--- config.mk ---
export PLATFORM = sky130hd
export DESIGN_NAME = mux_bus_arbiter
export DESIGN_NICKNAME = d
export VERILOG_FILES = /design/src/rtl/arb_pkg.sv /design/src/rtl/Mux_16w_2to1.sv /design/src/rtl/mux_bus_arbiter.sv
export SDC_FILE = /design/constraint.sdc
export NUM_CORES = 1
export LEC_CHECK = 0
export ABC_AREA = 1
export BUFFER_PORTS_ARGS = -buffer_cell sky130_fd_sc_hd__buf_2
export CORE_MARGIN = 3
export CORE_UTILIZATION = 44
export DETAILED_ROUTE_END_ITERATION = 8
export GPL_TIMING_DRIVEN = 0
export PLACE_DENSITY = 0.86
export RECOVER_POWER = 50
export SLEW_MARGIN = 20
export SYNTH_ARGS = -nofsm -noshare
export SYNTH_HDL_FRONTEND = slang
export SYNTH_SLANG_ARGS = --single-unit
--- constraint.sdc ---
create_clock -name Clk -period 1.6 [get_ports Clk]
set_input_delay 0.08 -clock Clk [delete_from_list [all_inputs] [get_ports Clk]]
set_output_delay 0.08 -clock Clk [all_outputs]
set_load 0.05 [all_outputs]
--- src/rtl/arb_pkg.sv ---
// Shared types and constants for the two-requester bus arbiter.
package arb_pkg;

  typedef enum logic [1:0] {
    IDLE    = 2'b00,
    GRANT_A = 2'b01,
    GRANT_B = 2'b10
  } arb_state_t;

  localparam int ARB_WIDTH = 16;

endpackage

--- src/rtl/Mux_16w_2to1.sv ---
// Fixed 16-bit two-input word multiplexer: Sel=1 passes A, Sel=0 passes B.
module Mux_16w_2to1 (
  input  logic        Sel,
  input  logic [15:0] A,
  input  logic [15:0] B,
  output logic [15:0] M
);

  always_comb begin
    if (Sel) begin
      M = A;
    end else begin
      M = B;
    end
  end

endmodule

--- src/rtl/mux_bus_arbiter.sv ---
// Two-requester arbiter owning a shared bus word selected through Mux_16w_2to1.
// Optional macro ARB_HOLD_LIMIT_EN caps consecutive owner beats at HOLD_MAX while the other side waits.
module mux_bus_arbiter
  import arb_pkg::*;
#(
  parameter int          WIDTH    = ARB_WIDTH,
  parameter int unsigned HOLD_MAX = 32'd4
) (
  input  logic             Clk,
  input  logic             Rst_n,
  input  logic             ReqA,
  input  logic             ReqB,
  input  logic [WIDTH-1:0] DataA,
  input  logic [WIDTH-1:0] DataB,
  output logic             GntA,
  output logic             GntB,
  output logic             Sel,
  output logic [WIDTH-1:0] BusOut,
  output logic             BusValid
);

  arb_state_t           state_q, state_d;
  logic                 last_a_q, last_a_d;
  logic [WIDTH-1:0]     bus_q, bus_d;
  logic                 valid_q, valid_d;
  logic                 hold_sw_s;
  logic                 fire_s;
  logic                 sel_s;
  logic [ARB_WIDTH-1:0] mux_out_s;

  assign sel_s = (state_q == GRANT_A);

  Mux_16w_2to1 u_mux (
    .Sel (sel_s),
    .A   (DataA),
    .B   (DataB),
    .M   (mux_out_s)
  );

`ifdef ARB_HOLD_LIMIT_EN
  localparam int               CNT_W   = $clog2(HOLD_MAX + 32'd1);
  localparam logic [CNT_W-1:0] CNT_MAX = CNT_W'(HOLD_MAX);

  logic [CNT_W-1:0] cnt_q, cnt_d;

  // Owner has used its quota and the other side is waiting: force a handover.
  always_comb begin
    hold_sw_s = 1'b0;
    case (state_q)
      GRANT_A: hold_sw_s = (cnt_q == CNT_MAX) && ReqB;
      GRANT_B: hold_sw_s = (cnt_q == CNT_MAX) && ReqA;
      default: hold_sw_s = 1'b0;
    endcase
  end

  always_comb begin
    if ((state_q == IDLE) || (state_d != state_q)) begin
      cnt_d = '0;
    end else if (fire_s && (cnt_q != CNT_MAX)) begin
      cnt_d = cnt_q + 1'b1;
    end else begin
      cnt_d = cnt_q;
    end
  end

  always_ff @(posedge Clk or negedge Rst_n) begin
    if (!Rst_n) begin
      cnt_q <= '0;
    end else begin
      cnt_q <= cnt_d;
    end
  end
`else
  logic unused_hold_s;

  assign hold_sw_s     = 1'b0;
  assign unused_hold_s = (HOLD_MAX != 32'd0);
`endif

  // A handover cycle (request drop or forced switch) never carries a beat.
  always_comb begin
    state_d = state_q;
    fire_s  = 1'b0;
    case (state_q)
      IDLE: begin
        if (ReqA && ReqB) begin
          state_d = last_a_q ? GRANT_B : GRANT_A;
        end else if (ReqA) begin
          state_d = GRANT_A;
        end else if (ReqB) begin
          state_d = GRANT_B;
        end else begin
          state_d = IDLE;
        end
      end
      GRANT_A: begin
        if (hold_sw_s) begin
          state_d = GRANT_B;
        end else if (ReqA) begin
          state_d = GRANT_A;
          fire_s  = 1'b1;
        end else if (ReqB) begin
          state_d = GRANT_B;
        end else begin
          state_d = IDLE;
        end
      end
      GRANT_B: begin
        if (hold_sw_s) begin
          state_d = GRANT_A;
        end else if (ReqB) begin
          state_d = GRANT_B;
          fire_s  = 1'b1;
        end else if (ReqA) begin
          state_d = GRANT_A;
        end else begin
          state_d = IDLE;
        end
      end
      default: begin
        state_d = IDLE;
        fire_s  = 1'b0;
      end
    endcase
  end

  always_comb begin
    valid_d = fire_s;
    if (fire_s) begin
      bus_d    = mux_out_s;
      last_a_d = (state_q == GRANT_A);
    end else begin
      bus_d    = bus_q;
      last_a_d = last_a_q;
    end
  end

  always_ff @(posedge Clk or negedge Rst_n) begin
    if (!Rst_n) begin
      state_q  <= IDLE;
      last_a_q <= 1'b0;
      bus_q    <= '0;
      valid_q  <= 1'b0;
    end else begin
      state_q  <= state_d;
      last_a_q <= last_a_d;
      bus_q    <= bus_d;
      valid_q  <= valid_d;
    end
  end

  assign GntA     = (state_q == GRANT_A);
  assign GntB     = (state_q == GRANT_B);
  assign Sel      = sel_s;
  assign BusOut   = bus_q;
  assign BusValid = valid_q;

endmodule

# [Yosys cells after proc, flatten, opt, wreduce, memory -nomap -nowiden]
# Index checks and enable logic that the tools add are counted.
[classes] div_mod_pow=0 reduce_logical=2 n_mux=11 n_shift=0 n_bitwise=0 add_sub_neg=0 n_mul=0 n_lt_le_gt_ge=0 eq_ne=2
[ops] op="$mux 16" count=1
[ops] op="$mux 2" count=5
[ops] op="$pmux 2 s3" count=1
[ops] op="$mux 1" count=3
[ops] op="$eq 2x1->1 const B" count=1
[ops] op="$eq 2x2->1 const B" count=1
[ops] op="$logic_not 2->1" count=1
[ops] op="$pmux 1 s2" count=1
[ops] op="$logic_and 1x1->1" count=1
[word_totals] ramBits=0 romBits=0 input_bits=36 register_bits=20 memories=0 latch_bits=0 output_inout_bits=20 word_cells=19

# [Longest topological paths before layout]
# Gate-level depths: netlist (run 1).
[depth] depth_word=4 ltp_mapped=8 mapped_depth_nobuf=7

# [Cells and area by module]
# From an unflattened synthesis (run 1), not the netlist that was laid out.
[unflattened] cells_unflattened=152 area_unflattened_um2=1134.8
[modules_own_cells] mod="mux_bus_arbiter" area_each_um2=890.9 cells_each=100 instances=1
[modules_own_cells] mod="Mux_16w_2to1" area_each_um2=244.0 cells_each=52 instances=1

# [Worst setup path after synthesis (run 1)]
# No wires, ideal clock.
[synth_path] path_type="register to register" start="register state_q[1]" end="register bus_q[5], in the netlist BusOut[5]" setup_time_ps=127 synth_period_minus_slack_ps=1729 t_required_ps=1473 arrival_ps=1602 setup_slack_ps=-129 path_stages_with_launch=9 path_cell_list="dfrtp_1 inv_1 ha_1 nand2_2 nand2_2 nand2_4 buf_6 nand2_1 o21ai_0"
[synth_via] elab_chain_len=2 word_cells_on_any_way=4 cone_classes="eq/ne (2); mux (2)"
[synth_rtl] item="from (decl)" line_no="mux_bus_arbiter.sv:22" source="arb_state_t state_q, state_d;"
[synth_rtl] item="from (signal assigned)" line_no="mux_bus_arbiter.sv:145" source="state_q <= state_d;"
[synth_rtl] item="$eq 2x1->1 (*)"
[synth_rtl] item="via GntA" line_no="mux_bus_arbiter.sv:15" source="output logic GntA,"
[synth_rtl] item="$pmux 1 s2 / $mux 16 (equally long branches)" line_no="mux_bus_arbiter.sv:84, Mux_16w_2to1.sv:10"
[synth_rtl] item="to (signal assigned)" line_no="mux_bus_arbiter.sv:147" source="bus_q <= bus_d;"
[synth_rtl] item="to (decl)" line_no="mux_bus_arbiter.sv:24" source="logic [WIDTH-1:0] bus_q, bus_d;"
# The timed path passes the listed nets; every way through them passes the cells marked *.
# A chain may end at the register's enable or synchronous reset.

# [Final worst setup path (run 1)]
[layout_path] start="register state_q[1]" end="output Sel"
[layout_via] elab_chain_len=1
[layout_rtl] item="$eq 2x1->1" line_no="mux_bus_arbiter.sv:31" source="assign sel_s = (state_q == GRANT_A);"
[layout_rtl] item="to (decl)" line_no="mux_bus_arbiter.sv:17" source="output logic Sel,"
# Every way passes these cells.

==> impl_metrics.toml, run 1 <==
[sta]
slew_viol_final = 0
tightestPinTransition_ns = 1.09
slew_headroom_pct = 27.3
timing.hold.ws_ns = 0.0298
rsz0062_at_grt = "false"
postLayoutSetupSlackWorst_ns = 0.0772
timing.final.crit_share_pct = 95.2
setup_viol = 0
timing.final.crit_period_ns = 1.52
achievable-frequency_ghz = 0.657
report.final.hold_viol_count = 0
finalSetupTns_ns = 0
clock_skew_ns = 0.0178

[synth]
yosysTopAreaCell = "dfrtp_1"
synth_cells = 119
synthesis.nets = 159
post_synth_main_area_contributors = "dfrtp_1 48%, o21ai_0 9.5%, or2_2 9.5%"
synth_area_per_cell_um2 = 8.83
netlist_area_um2 = 1050
synth-warning-count = 0
synth_cell_type_count = 17
share_of_the_yosys_chip_area_belonging_to_registers_pct = 47.6
synth_top_area_share_pct = 47.6
synth-seq-cells = 20

[cells_and_area]
n_antenna_cell = 0
nets = 220
finished_layout_cell_area_um2 = 1430
layout.cells.most_common_list = "45 x buf_2, 24 x nand2_1, 20 x dfrtp_1, 20 x o21ai_0, 16 x or2_2"
area.sequential_um2 = 500
final_common_cell = "buf_2"
combined_area_of_the_multi_input_logic_cells_um2 = 484
final-instance-count-excl-fill = 207
layout-drive-gt1-share_pct = 44.7
syn_to_final_growth_pct = 35.6
fillCellCount = 224

[power_and_ir_drop]
power.clock.fraction_pct = 12.9
sw_frac_of_total_pct = 53.1
p_leak_nw = 0.764
share_comb_of_total_power_pct = 60.7
power.ir.vdd_worst_mv = 1.31
p_sw_mw = 1.75
internal_power_mw = 1.55
power_density_cells_nw_per_um2 = 2310
power_frac_seq_pct = 26.4

[placed_design]
port-buffer-count = 55
place_congestion = 0.732
dp_worst_setup_slack_ns = 0.0482
post-dp-hpwl_um = 2120
numPlacedInstances = 202
detailed_place.area_um2 = 1370

[die]
chipWidth_um = 54.9
die_area_um2 = 3010
fp.dieH_um = 54.9
fp-row-count = 17
initial_util_pct = 47.1
core-area_um2 = 2230
boundaryPins = 56

[worst_setup_path]
timing.critical_path.to_type = "primary output"
worst-endpoint-arrival_ns = 1.44
path_class = "flop to primary output"
critPathLaunchType = "flop"
crit_fanout = 12
critical_path_required_time_ns = 1.52

[drt]
remaining_drc_errors = 0
routed_wire_length_per_instance_um = 13.1
postRouteWirelength_um = 2710
count_of_antenna_violating_nets_left_after_detailed_routing = 0
drt-pass1-iter-count = 4
initialDrtViolationCount = 12
detailroute.via_count = 1016
post_drt_via_cell_ratio = 4.91

[global_routing]
grt_antenna_before_repair = 0
grt_usage_pct = 18.0
gr-total-overflow = 0
first_pass_grt_wire_length_um = 3880
grt_pass1_vias = 953
largest_net_degree_at_the_start_of_global_routing = 21

[clock_tree]
ctsRootBufferMaster = "clkbuf_4"
cts.htree.levels = 1
worst_setup_hold_path_clk_slew_ns = 0.13
clock_path_buffers = 2
cts_inserted_buffers = 3
skew_pair_late_insertion_delay_ns = 0.32
postCtsSetupRepairBufs = 0
cts_sinks = 20
tritoncts = "yes"

[flow_run]
max-cap-violations = 0

[run_status]
outcome = "completed"

[hold_path]
type_of_the_most_critical_hold_path = "primary input to flop"
==> timing repair <==
item | 4_1_cts | 5_1_grt
hold buffers | 1 | 0
setup endpoints to repair | 1 | 0
gates resized for setup | 1 | 0
hold endpoints to repair | 20 | 0
==> per-stage QoR <==
| stage | util, % | total power, mW |
|---|---|---|
| 4_1_cts | 64.4 | 3.34 |
| 2_1_floorplan | - | 2.42 |
| 3_5_place_dp | 61.2 | 2.90 |
| 6_report | 63.8 | 3.30 |
| 5_1_grt | 63.8 | 3.48 |
| 3_3_place_gp | 61.2 | 2.82 |
==> per-layer routing <==
metal | vias to the layer above | part of all wire [%] | GRT usage, %
li1 | 503 | - | -
met1 | 476 | 39 | 21.0
met2 | 32 | 54 | 32.3
met3 | 5 | 5.4 | 2.72
met4 | 0 | 1.2 | 7.47
met5 | - | 0 | 0
==> layout make-up <==
cell class	instances	area share, %
inverters	8	2.11
repair buffers	56	19.1
flip-flops and latches	20	35.1
multi-input cells	85	34.0
well taps	28	2.46
plain buffers	6	3.60
clock inverters	1	2.11
clock buffers	3	1.58
==> registers in the layout, indices dropped and copies added, names as in the netlist <==
| signal | flops |
|---|---|
| last_a_q | 1 |
| state_q | 2 |
| BusOut | 16 |
| BusValid | 1 |
==> worst paths after layout <==
path / start / to / slack [ns] / depth (start not counted)
max: state_q[1] / Sel / 0.08 / 4
min: DataA[12] / BusOut[12] / 0.03 / 3
max reg2reg: state_q[1] / BusOut[15] / 0.09 / 6
min reg2reg: BusOut[2] / BusOut[2] / 0.50 / 2
max in group asynchronous: Rst_n / BusOut[5] / 0.47 / 2
min in group asynchronous: Rst_n / BusOut[3] / 0.46 / 2
==> power by group through the flow <==
stage	registers, mW	clock network [mW]	logic, mW
detailed placement	0.864	0	2.03
finish	0.869	0.425	2.00
CTS	0.862	0.426	2.05
floorplan	1.55	0	0.874
global route	0.888	0.444	2.15
global placement	0.858	0	1.96
==> synth_stat cells <==
cell,n
a21oi_1,2
buf_2,1
buf_4,1
buf_6,3
clkbuf_2,1
dfrtp_1,20
ha_1,4
inv_1,7
inv_2,1
nand2_1,24
nand2_2,2
nand2_4,1
nand3_1,3
o21ai_0,20
o21ai_1,9
o21ai_2,4
or2_2,16
==> cells by family after synthesis <==
logic type	count (synthesis)	share of synthesized area, %
adder cells (fa/ha/maj)	4	4.76
buffers and inverters	14	7.74
flip-flops	20	47.6
AO/OA/AOI/OAI	35	18.1
AND/OR/NAND/NOR	46	21.8
==> critical path, stage by stage (launching register included) <==
cell     delay, ns
dfrtp_1       0.42
inv_1         0.13
ha_4          0.22
buf_4         0.12
buf_2         0.24
Note: power is estimated with default switching activity, not from simulation.
==> run 2, diff against run 1 <==
--- a/config.mk
+++ b/config.mk
@@ -12,7 +12,7 @@
 export DETAILED_ROUTE_END_ITERATION = 8
 export GPL_TIMING_DRIVEN = 0
 export PLACE_DENSITY = 0.86
-export RECOVER_POWER = 50
+export RECOVER_POWER = 25
 export SLEW_MARGIN = 20
 export SYNTH_ARGS = -nofsm -noshare
 export SYNTH_HDL_FRONTEND = slang
==> run 2 against run 1 <==
- non-clock buffer count unchanged
- critical endpoint unchanged
- largest cell class unchanged
- hold slack better by 0.0064 ns
- clock-buffer cell count unchanged
- utilization up 0.56 points
- sequential cell count unchanged
- critical path type unchanged
==> impl_metrics.toml, run 2 (same netlist as run 1, synthesis figures left out) <==
[sta]
slew_headroom_pct = 27.1
timing.hold.ws_ns = 0.0362
finalSetupTns_ns = 0
clock_skew_ns = 0.0173
timing.final.crit_share_pct = 95.0
postLayoutSetupSlackWorst_ns = 0.0805
rsz0062_at_grt = "false"
timing.final.crit_period_ns = 1.52
slew_viol_final = 0
achievable-frequency_ghz = 0.658
setup_viol = 0
tightestPinTransition_ns = 1.09
report.final.hold_viol_count = 0

[cells_and_area]
largest_register_ffs = 16
n_antenna_cell = 0
finalCoreUtilization_pct = 64.4
layout.cells.most_common_list = "55 x buf_2, 24 x nand2_1, 20 x dfrtp_1, 20 x o21ai_0, 16 x or2_2"
nets = 220
final_common_cell = "buf_2"
final-instance-count-excl-fill = 207
fillCellCount = 217
finished_layout_cell_area_um2 = 1440
layout-drive-gt1-share_pct = 50.3
syn_to_final_growth_pct = 36.8

[power_and_ir_drop]
p_leak_nw = 0.798
p_total_mw = 3.32
power_density_cells_nw_per_um2 = 2310
power.ir.vdd_worst_mv = 1.29

[drt]
initialDrtViolationCount = 12
postRouteWirelength_um = 2700
remaining_drc_errors = 0
post_drt_via_cell_ratio = 4.91
count_of_antenna_violating_nets_left_after_detailed_routing = 0
detailroute.via_count = 1017
drt-pass1-iter-count = 4
routed_wire_length_per_instance_um = 13.1

[hold_path]
type_of_the_most_critical_hold_path = "primary input to flop"

[worst_setup_path]
crit_fanout = 12
critical_path_required_time_ns = 1.52
path_class = "flop to primary output"
critPathLaunchType = "flop"
worst-endpoint-arrival_ns = 1.44
timing.critical_path.to_type = "primary output"

[placed_design]
port-buffer-count = 55
numPlacedInstances = 202
place_congestion = 0.732
dp_worst_setup_slack_ns = 0.0482
detailed_place.area_um2 = 1370
post-dp-hpwl_um = 2120

[die]
initial_util_pct = 47.1
boundaryPins = 56
fp-row-count = 17
die_area_um2 = 3010
chipWidth_um = 54.9
fp.dieH_um = 54.9
core-area_um2 = 2230

[clock_tree]
ctsRootBufferMaster = "clkbuf_4"
worst_setup_hold_path_clk_slew_ns = 0.13
clock_path_buffers = 2
tritoncts = "yes"
skew_pair_late_insertion_delay_ns = 0.31
postCtsSetupRepairBufs = 0
cts_inserted_buffers = 3
cts_sinks = 20
cts.htree.levels = 1

[global_routing]
grt_antenna_before_repair = 0
gr-total-overflow = 0
grt_pass1_vias = 953
first_pass_grt_wire_length_um = 3880
grt_usage_pct = 18.0
largest_net_degree_at_the_start_of_global_routing = 21

[run_status]
outcome = "completed"

[flow_run]
max-cap-violations = 0
==> run 2: cell count changes in the layout (fill, tap and decap cells not counted), sizes merged <==
cell    previous run  this run
clkbuf            15         5
buf               49        59
==> run 2: what timing repair did <==
item	CTS	global route
gates resized for setup	1	0
endpoints found under the setup margin	1	0
hold buffers	1	0
endpoints found under the hold margin	20	0
==> run 2: cell type report <==
class | count | area [um^2] | share of cell area, %
plain buffers | 6 | 51.3 | 3.57
clock buffers | 3 | 22.5 | 1.57
clock inverters | 1 | 30.0 | 2.09
inverters | 8 | 30.0 | 2.09
multi-input cells | 85 | 484 | 33.7
flip-flops and latches | 20 | 500 | 34.8
well taps | 28 | 35.0 | 2.44
repair buffers | 56 | 284 | 19.8
==> run 2: path summary, 6_finish.rpt <==
check,slack (ns),from,cells after the start,endpoint
worst max register to register,0.10,state_q[1],6,BusOut[15]
worst min-delay path,0.04,DataA[12],3,BusOut[12]
max in group asynchronous,0.46,Rst_n,2,BusOut[5]
worst min register to register,0.50,BusOut[2],2,BusOut[2]
min in group asynchronous,0.47,Rst_n,2,BusOut[3]
worst max-delay path,0.08,state_q[1],4,Sel
==> run 2: worst max-delay path, stage by stage, from the launching register on <==
cell and delay [ns]:
dfrtp_1 0.42, inv_1 0.13, ha_4 0.22, buf_4 0.12
buf_2 0.24
==> run 2: power by group <==
part	total (mW)	leakage [nW]	internal, mW	switching (mW)
sequential	0.865	0.252	0.737	0.128
clock	0.421	0.0279	0.253	0.168
combinational	2.04	0.518	0.589	1.45
==> run 2: layer usage <==
layer | part of all wire [%] | GRT usage [%] | vias up
li1 | - | - | 503
met1 | 39 | 21.0 | 479
met2 | 55 | 32.3 | 33
met3 | 5.4 | 2.72 | 2
met4 | 0.59 | 7.47 | 0
met5 | 0 | 0 | -
==> run 3, diff against run 2 <==
--- a/config.mk
+++ b/config.mk
@@ -8,7 +8,7 @@
 export ABC_AREA = 1
 export BUFFER_PORTS_ARGS = -buffer_cell sky130_fd_sc_hd__buf_2
 export CORE_MARGIN = 3
-export CORE_UTILIZATION = 44
+export CORE_UTILIZATION = 45
 export DETAILED_ROUTE_END_ITERATION = 8
 export GPL_TIMING_DRIVEN = 0
 export PLACE_DENSITY = 0.86
@@ -16,4 +16,5 @@
 export SLEW_MARGIN = 20
 export SYNTH_ARGS = -nofsm -noshare
 export SYNTH_HDL_FRONTEND = slang
+export SYNTH_HIERARCHICAL = 1
 export SYNTH_SLANG_ARGS = --single-unit
==> run 3 against run 2 <==
- clock power decreased by 32%
- clock-buffer cell count increased by 1
- global-route usage decreased by 2.6 points
- hold slack improved by 0.025 ns
- utilization increased by 0.72 points
- clock skew decreased by 0.015 ns
- register-to-register slack improved by 0.08 ns
- critical path type unchanged
- sequential share of layout area decreased by 1.3 points
- cell area increased by 4.0%
- setup slack improved by 0.045 ns
==> impl_metrics.toml, run 3 <==
[global_routing]
grt_pass1_vias = 988
largest_net_degree_at_the_start_of_global_routing = 21
first_pass_grt_wire_length_um = 3970
grt_antenna_before_repair = 0
gr-total-overflow = 0
grt_usage_pct = 15.4

[sta]
achievable-frequency_ghz = 0.678
slew_headroom_pct = 33.6
timing.final.crit_share_pct = 92.2
report.final.hold_viol_count = 0
slew_viol_final = 0
clock_skew_ns = 0.00247
tightestPinTransition_ns = 0.997
timing.final.crit_period_ns = 1.47
finalSetupTns_ns = 0
setup_viol = 0
postLayoutSetupSlackWorst_ns = 0.125
rsz0062_at_grt = "false"

[die]
core-area_um2 = 2300
chipWidth_um = 56.2
boundaryPins = 56
fp-row-count = 17
die_area_um2 = 3160
initial_util_pct = 49.4
fp.dieH_um = 56.2

[hold_path]
type_of_the_most_critical_hold_path = "primary input to flop"
hold_path_depth = 5

[worst_setup_path]
critPathLaunchType = "flop"
timing.critical_path.to_type = "primary output"
crit_fanout = 6
ff2ff_path_depth = 8
path_class = "flop to primary output"
worst-endpoint-arrival_ns = 1.39
critical_path_required_time_ns = 1.52

[power_and_ir_drop]
sw_frac_of_total_pct = 53.7
p_total_mw = 3.16
p_sw_mw = 1.70
power_density_cells_nw_per_um2 = 2110
power.ir.vdd_worst_mv = 1.25
p_leak_nw = 0.941
power_frac_seq_pct = 26.5
internal_power_mw = 1.46
power.clock.fraction_pct = 9.0
share_comb_of_total_power_pct = 64.5

[drt]
detailroute.via_count = 1058
remaining_drc_errors = 0
drt-pass1-iter-count = 4
routed_wire_length_per_instance_um = 9.80
postRouteWirelength_um = 2350
initialDrtViolationCount = 24
post_drt_via_cell_ratio = 4.41
count_of_antenna_violating_nets_left_after_detailed_routing = 0

[synth]
netlist_area_um2 = 1130
top_flip_flop_cell_by_instance_count_after_synthesis = "dfrtp_1"
synth-seq-cells = 20
async_flop_share_pct = 100
synth-warning-count = 6
synth.most_common_cell = "nand2_1"
share_of_the_yosys_chip_area_belonging_to_registers_pct = 44.1
synth_cell_type_count = 12
yosysTopAreaCell = "dfrtp_1"
netlist_top_cells_count = "98 x nand2_1, 20 x dfrtp_1, 10 x nand2_2"
synth_cells = 152
synth_top_area_share_pct = 44.1
synthesis.nets = 192
synth-edff-count = 0
post_synth_main_area_contributors = "dfrtp_1 44%, nand2_1 32%, nand2_2 5.5%"
synth_area_per_cell_um2 = 7.47

[clock_tree]
ctsRootBufferMaster = "clkbuf_4"
clock_path_buffers = 2
skew_pair_late_insertion_delay_ns = 0.29
cts-hold-fix-buffers = 1
worst_setup_hold_path_clk_slew_ns = 0.11
cts.htree.levels = 1
tritoncts = "yes"
cts_inserted_buffers = 3
cts_sinks = 20
postCtsSetupRepairBufs = 0
cts_resized = 0

[cells_and_area]
finalCoreUtilization_pct = 65.1
n_antenna_cell = 0
nets = 253
syn_to_final_growth_pct = 31.8
final_common_cell = "nand2_1"
largest_register_ffs = 16
final-instance-count-excl-fill = 240
layout-drive-gt1-share_pct = 37.3
layout.cells.most_common_list = "98 x nand2_1, 54 x buf_2, 20 x dfrtp_1, 10 x nand2_2, 6 x inv_1"

[flow_run]
max-cap-violations = 0

[placed_design]
numPlacedInstances = 235
port-buffer-count = 55
place_congestion = 0.859
post-dp-hpwl_um = 1860
dp_worst_setup_slack_ns = 0.170

[run_status]
outcome = "completed"
[run 3: cell count changes in the layout (fill, tap and decap cells not counted), moves of 4 or more]
cell and change:
o21ai_0 -20, o21ai_2 -4, nand2_2 +8, o21ai_1 -9, or2_2 -16, nand2_1 +74
[run 3: power groups by stage]
stage          registers [mW]  logic (mW)  clock network (mW)
6_report                0.837        2.04               0.285
5_1_grt                 0.861        2.22               0.302
4_1_cts                 0.837        2.06               0.291
3_5_place_dp            0.847        2.06                   0
3_3_place_gp            0.844        2.04                   0
2_1_floorplan            1.48       0.993                   0
[run 3: kinds of logic (layout without fill, tap and decap cells)]
kind of cell | after synthesis | count (layout) | share of synthesized area [%]
adder cells (fa/ha/maj) | 4 | 4 | 4.41
AND/OR/NAND/NOR | 112 | 112 | 40.2
AO/OA/AOI/OAI | 2 | 2 | 0.882
flip-flops | 20 | 20 | 44.1
buffers and inverters | 14 | 74 | 10.4
[run 3: final cells by class]
cell class	count	area (um^2)
Fill cell	216	802
Multi-Input combinational cell	118	522
Buffer	6	77.6
Sequential cell	20	500
Inverter	8	40.0
Timing Repair Buffer	56	284
Clock buffer	4	36.3
Tap cell	28	35.0
[run 3: path summary, 6_finish.rpt]
check	startpoint	slack, ns	end
worst max-delay path	state_q[1]	0.13	Sel
worst min-delay path	DataB[3]	0.06	BusOut[3]
worst max register to register	state_q[1]	0.18	BusOut[15]
worst min register to register	BusOut[12]	0.49	BusOut[12]
max in group asynchronous	Rst_n	0.53	BusOut[8]
min in group asynchronous	Rst_n	0.47	BusOut[15]
[run 3: routing by layer]
layer	part of all wire, %	global-route usage, %	vias up
met5	0	0	-
met4	1.9	6.44	0
met3	5.0	1.86	4
met2	52	26.7	26
met1	41	19.2	454
li1	-	-	574
[run 3: worst max-delay path, stage by stage, from the launching register on]
cell and delay, ns:
dfrtp_1 0.41, inv_1 0.09, ha_2 0.24, buf_4 0.12, buf_2 0.24
[run 3: stage by stage]
step                hold slack, ns  cell area (um^2)
global route                0.0736              1500
detailed placement          0.0397              1450
finish                      0.0609              1500
CTS                         0.0592              1500
floorplan                   -0.216              1140
global placement            0.0442              1450
